File: src/rtl/ulpi_pkg.sv
// Shared definitions for the ULPI register-scan block.
// Holds the ULPI address/data widths, the {addr,data} record width and the
// scan sequencer state encoding.
package ulpi_pkg;

    localparam int ADDR_W = 6;
    localparam int DATA_W = 8;
    localparam int REC_W  = ADDR_W + DATA_W;

    typedef enum logic [2:0] {
        S_IDLE      = 3'd0,
        S_REQ       = 3'd1,
        S_WAIT_BUSY = 3'd2,
        S_WAIT_DONE = 3'd3,
        S_PUSH      = 3'd4
    } state_t;

endpackage

File: src/rtl/ulpi_scan_fifo.sv
// Small synchronous FIFO buffering {addr,data} scan records.
// Ports:
//   clk, rst    clock, synchronous active-high reset (empties the FIFO)
//   push        write push_data when not full (ignored when full)
//   push_data   record to write
//   pop         drop the head when not empty (ignored when empty)
//   full, empty occupancy flags
//   head        oldest record; meaningful only while empty=0
module ulpi_scan_fifo #(
    parameter int WIDTH = 14,
    parameter int DEPTH = 4
) (
    input  logic             clk,
    input  logic             rst,
    input  logic             push,
    input  logic [WIDTH-1:0] push_data,
    input  logic             pop,
    output logic             full,
    output logic             empty,
    output logic [WIDTH-1:0] head
);

    localparam int PTR_W = $clog2(DEPTH);
    localparam logic [PTR_W:0] DEPTH_C = (PTR_W + 1)'(DEPTH);

    logic [WIDTH-1:0] mem [DEPTH];
    logic [PTR_W-1:0] wr_ptr;
    logic [PTR_W-1:0] rd_ptr;
    logic [PTR_W:0]   count;
    logic             do_push;
    logic             do_pop;

    assign do_push = push && !full;
    assign do_pop  = pop && !empty;
    assign full    = (count == DEPTH_C);
    assign empty   = (count == '0);
    assign head    = mem[rd_ptr];

    always_ff @(posedge clk) begin
        if (rst) begin
            wr_ptr <= '0;
            rd_ptr <= '0;
            count  <= '0;
            // Storage is cleared too so the head reads zero out of reset.
            for (int i = 0; i < DEPTH; i++) begin
                mem[i] <= '0;
            end
        end else begin
            if (do_push) begin
                mem[wr_ptr] <= push_data;
                wr_ptr      <= wr_ptr + PTR_W'(1);
            end
            if (do_pop) begin
                rd_ptr <= rd_ptr + PTR_W'(1);
            end
            case ({do_push, do_pop})
                2'b10:   count <= count + 1'b1;
                2'b01:   count <= count - 1'b1;
                default: count <= count;
            endcase
        end
    end

endmodule

File: src/rtl/ulpi_reg_scan.sv
// ULPI register-scan sequencer. One START reads every PHY register from
// START_ADDR to END_ADDR through the register-read engine and queues
// {addr,data} records for the report path. A stuck transaction aborts the
// scan after TIMEOUT_CYCLES wait cycles.
// Optional build macro: ULPI_SCAN_CONTINUOUS_EN -- rescan immediately after
// END_ADDR while START is still high.
// Ports:
//   clk, rst     clock, synchronous active-high reset
//   START        start request, sampled in idle only
//   BUSY         scan in progress
//   DONE         one-cycle pulse at the end of a scan (normal or aborted)
//   TIMEOUT_ERR  sticky abort flag, cleared by rst or an accepted START
//   READ_DATA    one-cycle read request to the engine
//   ADDR         register address presented to the engine
//   RD_DATA      byte returned by the engine
//   RD_BUSY      engine busy flag
//   OUT_DATA     FIFO head {addr, data}
//   OUT_VALID    FIFO not empty
//   OUT_READY    consumer accepts head on OUT_VALID && OUT_READY
module ulpi_reg_scan
    import ulpi_pkg::*;
#(
    parameter logic [5:0] START_ADDR     = 6'h00,
    parameter logic [5:0] END_ADDR       = 6'h03,
    parameter int         FIFO_DEPTH     = 4,
    parameter int         TIMEOUT_CYCLES = 1023
) (
    input  logic              clk,
    input  logic              rst,
    input  logic              START,
    output logic              BUSY,
    output logic              DONE,
    output logic              TIMEOUT_ERR,
    output logic              READ_DATA,
    output logic [ADDR_W-1:0] ADDR,
    input  logic [DATA_W-1:0] RD_DATA,
    input  logic              RD_BUSY,
    output logic [REC_W-1:0]  OUT_DATA,
    output logic              OUT_VALID,
    input  logic              OUT_READY
);

    localparam int TCNT_W = $clog2(TIMEOUT_CYCLES + 1);
    // Abort fires on the TIMEOUT_CYCLES-th wait cycle of a transaction.
    localparam logic [TCNT_W-1:0] TLAST = TCNT_W'(TIMEOUT_CYCLES - 1);

    state_t              state;
    state_t              state_nx;
    logic [ADDR_W-1:0]   addr_q;
    logic [TCNT_W-1:0]   tcnt;
    logic                timeout_err_q;
    logic [REC_W-1:0]    cap;

    logic fifo_full;
    logic fifo_empty;
    logic fifo_push;
    logic last_addr;
    logic load_start;
    logic inc_addr;
    logic capture;
    logic set_err;
    logic clr_err;
    logic done_c;
    logic req_c;
    logic timed_out;

    // A reversed range degenerates to a single read of START_ADDR.
    assign last_addr = (addr_q == END_ADDR) || (START_ADDR > END_ADDR);
    assign timed_out = (tcnt >= TLAST);

    always_comb begin
        state_nx   = state;
        fifo_push  = 1'b0;
        load_start = 1'b0;
        inc_addr   = 1'b0;
        capture    = 1'b0;
        set_err    = 1'b0;
        clr_err    = 1'b0;
        done_c     = 1'b0;
        req_c      = 1'b0;
        case (state)
            S_IDLE: begin
                if (START) begin
                    clr_err    = 1'b1;
                    load_start = 1'b1;
                    state_nx   = S_REQ;
                end
            end
            S_REQ: begin
                req_c    = 1'b1;
                state_nx = S_WAIT_BUSY;
            end
            S_WAIT_BUSY: begin
                if (RD_BUSY) begin
                    state_nx = S_WAIT_DONE;
                end else if (timed_out) begin
                    set_err  = 1'b1;
                    done_c   = 1'b1;
                    state_nx = S_IDLE;
                end
            end
            S_WAIT_DONE: begin
                if (!RD_BUSY) begin
                    capture  = 1'b1;
                    state_nx = S_PUSH;
                end else if (timed_out) begin
                    set_err  = 1'b1;
                    done_c   = 1'b1;
                    state_nx = S_IDLE;
                end
            end
            S_PUSH: begin
                // A full FIFO holds the sequencer here; no new request goes out.
                if (!fifo_full) begin
                    fifo_push = 1'b1;
                    if (last_addr) begin
                        done_c   = 1'b1;
`ifdef ULPI_SCAN_CONTINUOUS_EN
                        if (START) begin
                            load_start = 1'b1;
                            state_nx   = S_REQ;
                        end else begin
                            state_nx   = S_IDLE;
                        end
`else
                        state_nx = S_IDLE;
`endif
                    end else begin
                        inc_addr = 1'b1;
                        state_nx = S_REQ;
                    end
                end
            end
            default: state_nx = S_IDLE;
        endcase
    end

    always_ff @(posedge clk) begin
        if (rst) begin
            state         <= S_IDLE;
            addr_q        <= START_ADDR;
            tcnt          <= '0;
            timeout_err_q <= 1'b0;
        end else begin
            state <= state_nx;
            if (load_start) begin
                addr_q <= START_ADDR;
            end else if (inc_addr) begin
                addr_q <= addr_q + 1'b1;
            end
            if (state == S_REQ) begin
                tcnt <= '0;
            end else if (state == S_WAIT_BUSY || state == S_WAIT_DONE) begin
                tcnt <= tcnt + 1'b1;
            end
            if (set_err) begin
                timeout_err_q <= 1'b1;
            end else if (clr_err) begin
                timeout_err_q <= 1'b0;
            end
        end
    end

    always_ff @(posedge clk) begin
        if (capture) begin
            cap <= {addr_q, RD_DATA};
        end
    end

    ulpi_scan_fifo #(
        .WIDTH (REC_W),
        .DEPTH (FIFO_DEPTH)
    ) u_fifo (
        .clk       (clk),
        .rst       (rst),
        .push      (fifo_push),
        .push_data (cap),
        .pop       (OUT_VALID && OUT_READY),
        .full      (fifo_full),
        .empty     (fifo_empty),
        .head      (OUT_DATA)
    );

    assign BUSY        = (state != S_IDLE);
    assign DONE        = done_c;
    assign TIMEOUT_ERR = timeout_err_q;
    assign READ_DATA   = req_c;
    assign ADDR        = addr_q;
    assign OUT_VALID   = !fifo_empty;

endmodule

File: config.mk
export PLATFORM = sky130hd
export DESIGN_NAME = ulpi_reg_scan
export DESIGN_NICKNAME = d
export VERILOG_FILES = /design/src/rtl/ulpi_pkg.sv /design/src/rtl/ulpi_scan_fifo.sv /design/src/rtl/ulpi_reg_scan.sv
export SDC_FILE = /design/constraint.sdc
export NUM_CORES = 1
export LEC_CHECK = 0
export CAP_MARGIN = 20
export CORE_ASPECT_RATIO = 0.6
export CORE_UTILIZATION = 49
export DETAILED_ROUTE_END_ITERATION = 7
export GPL_ROUTABILITY_DRIVEN = 0
export GPL_TIMING_DRIVEN = 0
export PLACE_DENSITY = 0.67
export SYNTH_ARGS = -nofsm -noshare
export SYNTH_HDL_FRONTEND = slang
export SYNTH_HIERARCHICAL = 1
export SYNTH_SLANG_ARGS = --single-unit
File: constraint.sdc
create_clock -name clk -period 7.8 [get_ports clk]
set_input_delay 0.78 -clock clk [delete_from_list [all_inputs] [get_ports clk]]
set_output_delay 0.78 -clock clk [all_outputs]
set_load 0.02 [all_outputs]
==> flow_metrics.env, run 1 <==
export IMPL_drive_gt1_frac=0.1210
export IMPL_ys_seq_area_frac=0.6231
export IMPL_first_pass_iters=4
export IMPL_worst_slew_pin_slew_ps=905.3
export IMPL_place_inst=468
export IMPL_maxCapViolations=0
export IMPL_ys_types=44
export IMPL_nNetsFinal=385
export IMPL_synthAdderAreaFrac=0.01627
export IMPL_synth_top_area_frac=0.4882
export IMPL_die_area_um2=9178
export IMPL_muxShareOfSynthArea=0.07817
export IMPL_fp_dieW_um=123.0
export IMPL_start_util=0.5051
export IMPL_antenna_found_initial=0
export IMPL_synth_seq_cells=99
export IMPL_yosysTopAreaCell="edfxtp_1"
export IMPL_avgRoutedWirePerCell_um=16.81
export IMPL_final_hold_violation_count=0
export IMPL_synthCells=318
export IMPL_fin_util=0.6079
export IMPL_period_minus_slack_ps=3195
export IMPL_stdcell_count=484
export IMPL_required_ps=7020
export IMPL_synth_area_per_cell_um2=13.54
export IMPL_maxSlewViolCount=0
export IMPL_p_leak_nw=1.818
export IMPL_max_freq_mhz=313.0
export IMPL_vias_per_cell=5.283
export IMPL_setup_viol=0
export IMPL_power_density_nw_per_um2=227.4
export IMPL_synth_compound_area_share=0.03778
export IMPL_yosys_warnings=6
export IMPL_drc=0
export IMPL_relSlewSlack=0.3964
export IMPL_root_buffer="clkbuf_16"
export IMPL_overflow=0
export IMPL_critPathKind="reg2out"
export IMPL_grt_pass1_vias=2292
export IMPL_path_clk_slew_ps=60
export IMPL_worstPathMaxFanout=10
export IMPL_num_rows=26
export IMPL_rsz0062_at_grt="no"
export IMPL_cts_setup_buffers=0
export IMPL_core_area_um2=8523
export IMPL_cts_resized=0
export IMPL_grt_pass1_wl_mm=12.70
export IMPL_ir_drop_v=0.0001249
export IMPL_antenna_left=0
export IMPL_cts_hold_buf=0
export IMPL_area_delta_synth_final_pct=20.34
export IMPL_antenna_cells=0
export IMPL_fin_crit_sh=0.4096
export IMPL_grt_busiest_layer="met1"
export IMPL_synth_area_leaders="edfxtp_1 49%, dfxtp_1 13%, and2_1 8.1%"
export IMPL_drtIter0Drc=190
export IMPL_met3_usage=0.07197
export IMPL_tns_ps=0
export IMPL_holdWs_ps=455.9
export IMPL_min_path_type="reg2reg"
export IMPL_io_buffers=37
export IMPL_synthesis_area_um2=4305
export IMPL_synth_xor_area_frac=0.03255
export IMPL_track_usage=0.1964
export IMPL_synth_top_family_by_area="simple AND/OR/NAND/NOR gates"
export IMPL_ys_flop_type="edfxtp_1"
export IMPL_finalWorstSetupSlack_ps=4605
export IMPL_num_fill_cells=672
export IMPL_clock_path_buffers=2
export IMPL_wl_mm=8.137
export IMPL_endpoint_kind="primary output"
export IMPL_cts_max_level=3
export IMPL_dp_slack_ps=4611
export IMPL_finClkSkew_ps=5.602
export IMPL_synth_edff_count=70
export IMPL_synth_simple_gate_area_frac=0.1886
export IMPL_arrival_ps=2410
export IMPL_met1_usage=0.2985
export IMPL_vias=2557
export IMPL_status="finished clean"
export IMPL_cts_buffers=9
export IMPL_async_flop_share=0
export IMPL_top_level_ports=38
export IMPL_fp_dieH_um=74.61
export IMPL_cts_sinks=99
export IMPL_synthesis_nets=336
export IMPL_worstSkewPairLatency_ps=350
export IMPL_start_kind="flop"
export IMPL_dp_hpwl_mm=5.545
export IMPL_grt_max_degree=17
export IMPL_grtUsageMet2=0.2647
export IMPL_tritoncts="done"
worst max-delay path, cell delays in order (launching register included):
cell,delay [ps]
dfxtp_1,450
nor3b_4,150
nor4b_4,510
inv_1,120
o21ai_0,190
clkdlybuf4s50_1,640
state kept, by name (all words and copies together), names as in the netlist, named ones only:
name and cells:
state 3, TIMEOUT_ERR 1, cap 14, u_fifo/mem 56, tcnt 10, u_fifo/wr_ptr 2, u_fifo/rd_ptr 2, ADDR 6
u_fifo/count 3
synthesized netlist by cell type, types with 6 or more instances:
cell type and instances:
xor2_1 10, buf_2 6, clkbuf_1 6, nor3_1 8
nand2_1 9, a21oi_1 6, dfxtp_1 29, xnor2_1 6
and2_1 56, o21ai_0 6, edfxtp_1 70, nor2_1 24
mux4_2 14, inv_1 13
placed cells by master, fill, tap and decap left out, drive strengths merged, types with 2 or more instances in the layout:
cell	Yosys	final
a21o	2	2
o21ai	6	6
nand4	5	5
bufinv	0	3
edfxtp	70	70
and2	56	56
clkdlybuf4s50	0	37
or2	2	2
nand3	3	3
nor3	8	8
a21oi	6	6
ha	4	4
xnor2	6	6
or3	5	5
dfxtp	29	29
nand2	9	9
mux4	14	14
nor4b	3	3
buf	6	7
nor3b	4	4
nor4	3	3
o31ai	2	2
nor2b	3	3
nor2	24	24
xor2	10	10
inv	13	14
clkinv	0	2
clkbuf	6	15
a211oi	3	3
nand2b	3	3
per-stage QoR:
| stage | power (mW) | area, um^2 |
|---|---|---|
| after floorplan | 0.6507 | 4305 |
| after global placement | 0.6832 | 4816 |
| after detailed placement | 0.6850 | 4841 |
| after CTS | 1.185 | 5181 |
| after global routing | 1.214 | 5181 |
| final | 1.178 | 5181 |
cell families (layout without fill, tap and decap cells):
family,count (synthesis),after routing
fa+ha+maj,5,5
simple gates,132,132
xor+xnor,16,16
compound gates,25,25
mux,16,16
buf+inv,25,79
flops,99,99
metal layers:
layer,vias up,part of all wire
met5,-,0
met4,0,0.011
met3,6,0.066
met2,73,0.41
met1,1235,0.51
li1,1243,-
path summary, 6_finish.rpt:
| check | startpoint | end | cells after the start | slack, ps |
|---|---|---|---|---|
| max | u_fifo/count[0] | DONE | 5 | 4610 |
| min | TIMEOUT_ERR | TIMEOUT_ERR | 2 | 460 |
| max reg2reg | u_fifo/count[2] | u_fifo/count[2] | 9 | 5140 |
| min reg2reg | TIMEOUT_ERR | TIMEOUT_ERR | 2 | 460 |
where the power goes:
part	switching [mW]	leakage (nW)	internal (mW)	total, mW
Clock	0.192	0.163	0.313	0.505
Sequential	0.0106	0.941	0.580	0.590
Combinational	0.0461	0.714	0.0371	0.0832
cell type report:
type / count / area (um^2) / share of cell area
well taps: 112 / 140.1 / 0.02705
clock buffers: 9 / 225.2 / 0.04347
clock inverters: 7 / 115.1 / 0.02222
plain buffers: 12 / 52.55 / 0.01014
repair buffers: 38 / 381.6 / 0.07365
inverters: 13 / 48.80 / 0.009418
flip-flops and latches: 99 / 2683 / 0.5177
multi-input cells: 194 / 1535 / 0.2963
(Power assumes the default switching activity.)
==> run 2, diff against run 1 <==
clock period = 3.18 ns   (was 7.8 ns; I/O delays follow)
==> results of run 2 <==
The final DEF is identical to that of run 1. Status: finished clean.
Among the figures that moved: setup slack after placement 4611 ps -> 453.0 ps; setup slack after layout 4605 ps -> 447.3 ps; register-to-register setup slack 5140 ps -> 520 ps; total power 1.178 mW -> 2.890 mW; worst IR drop on VDD 0.0001249 V -> 0.0003065 V
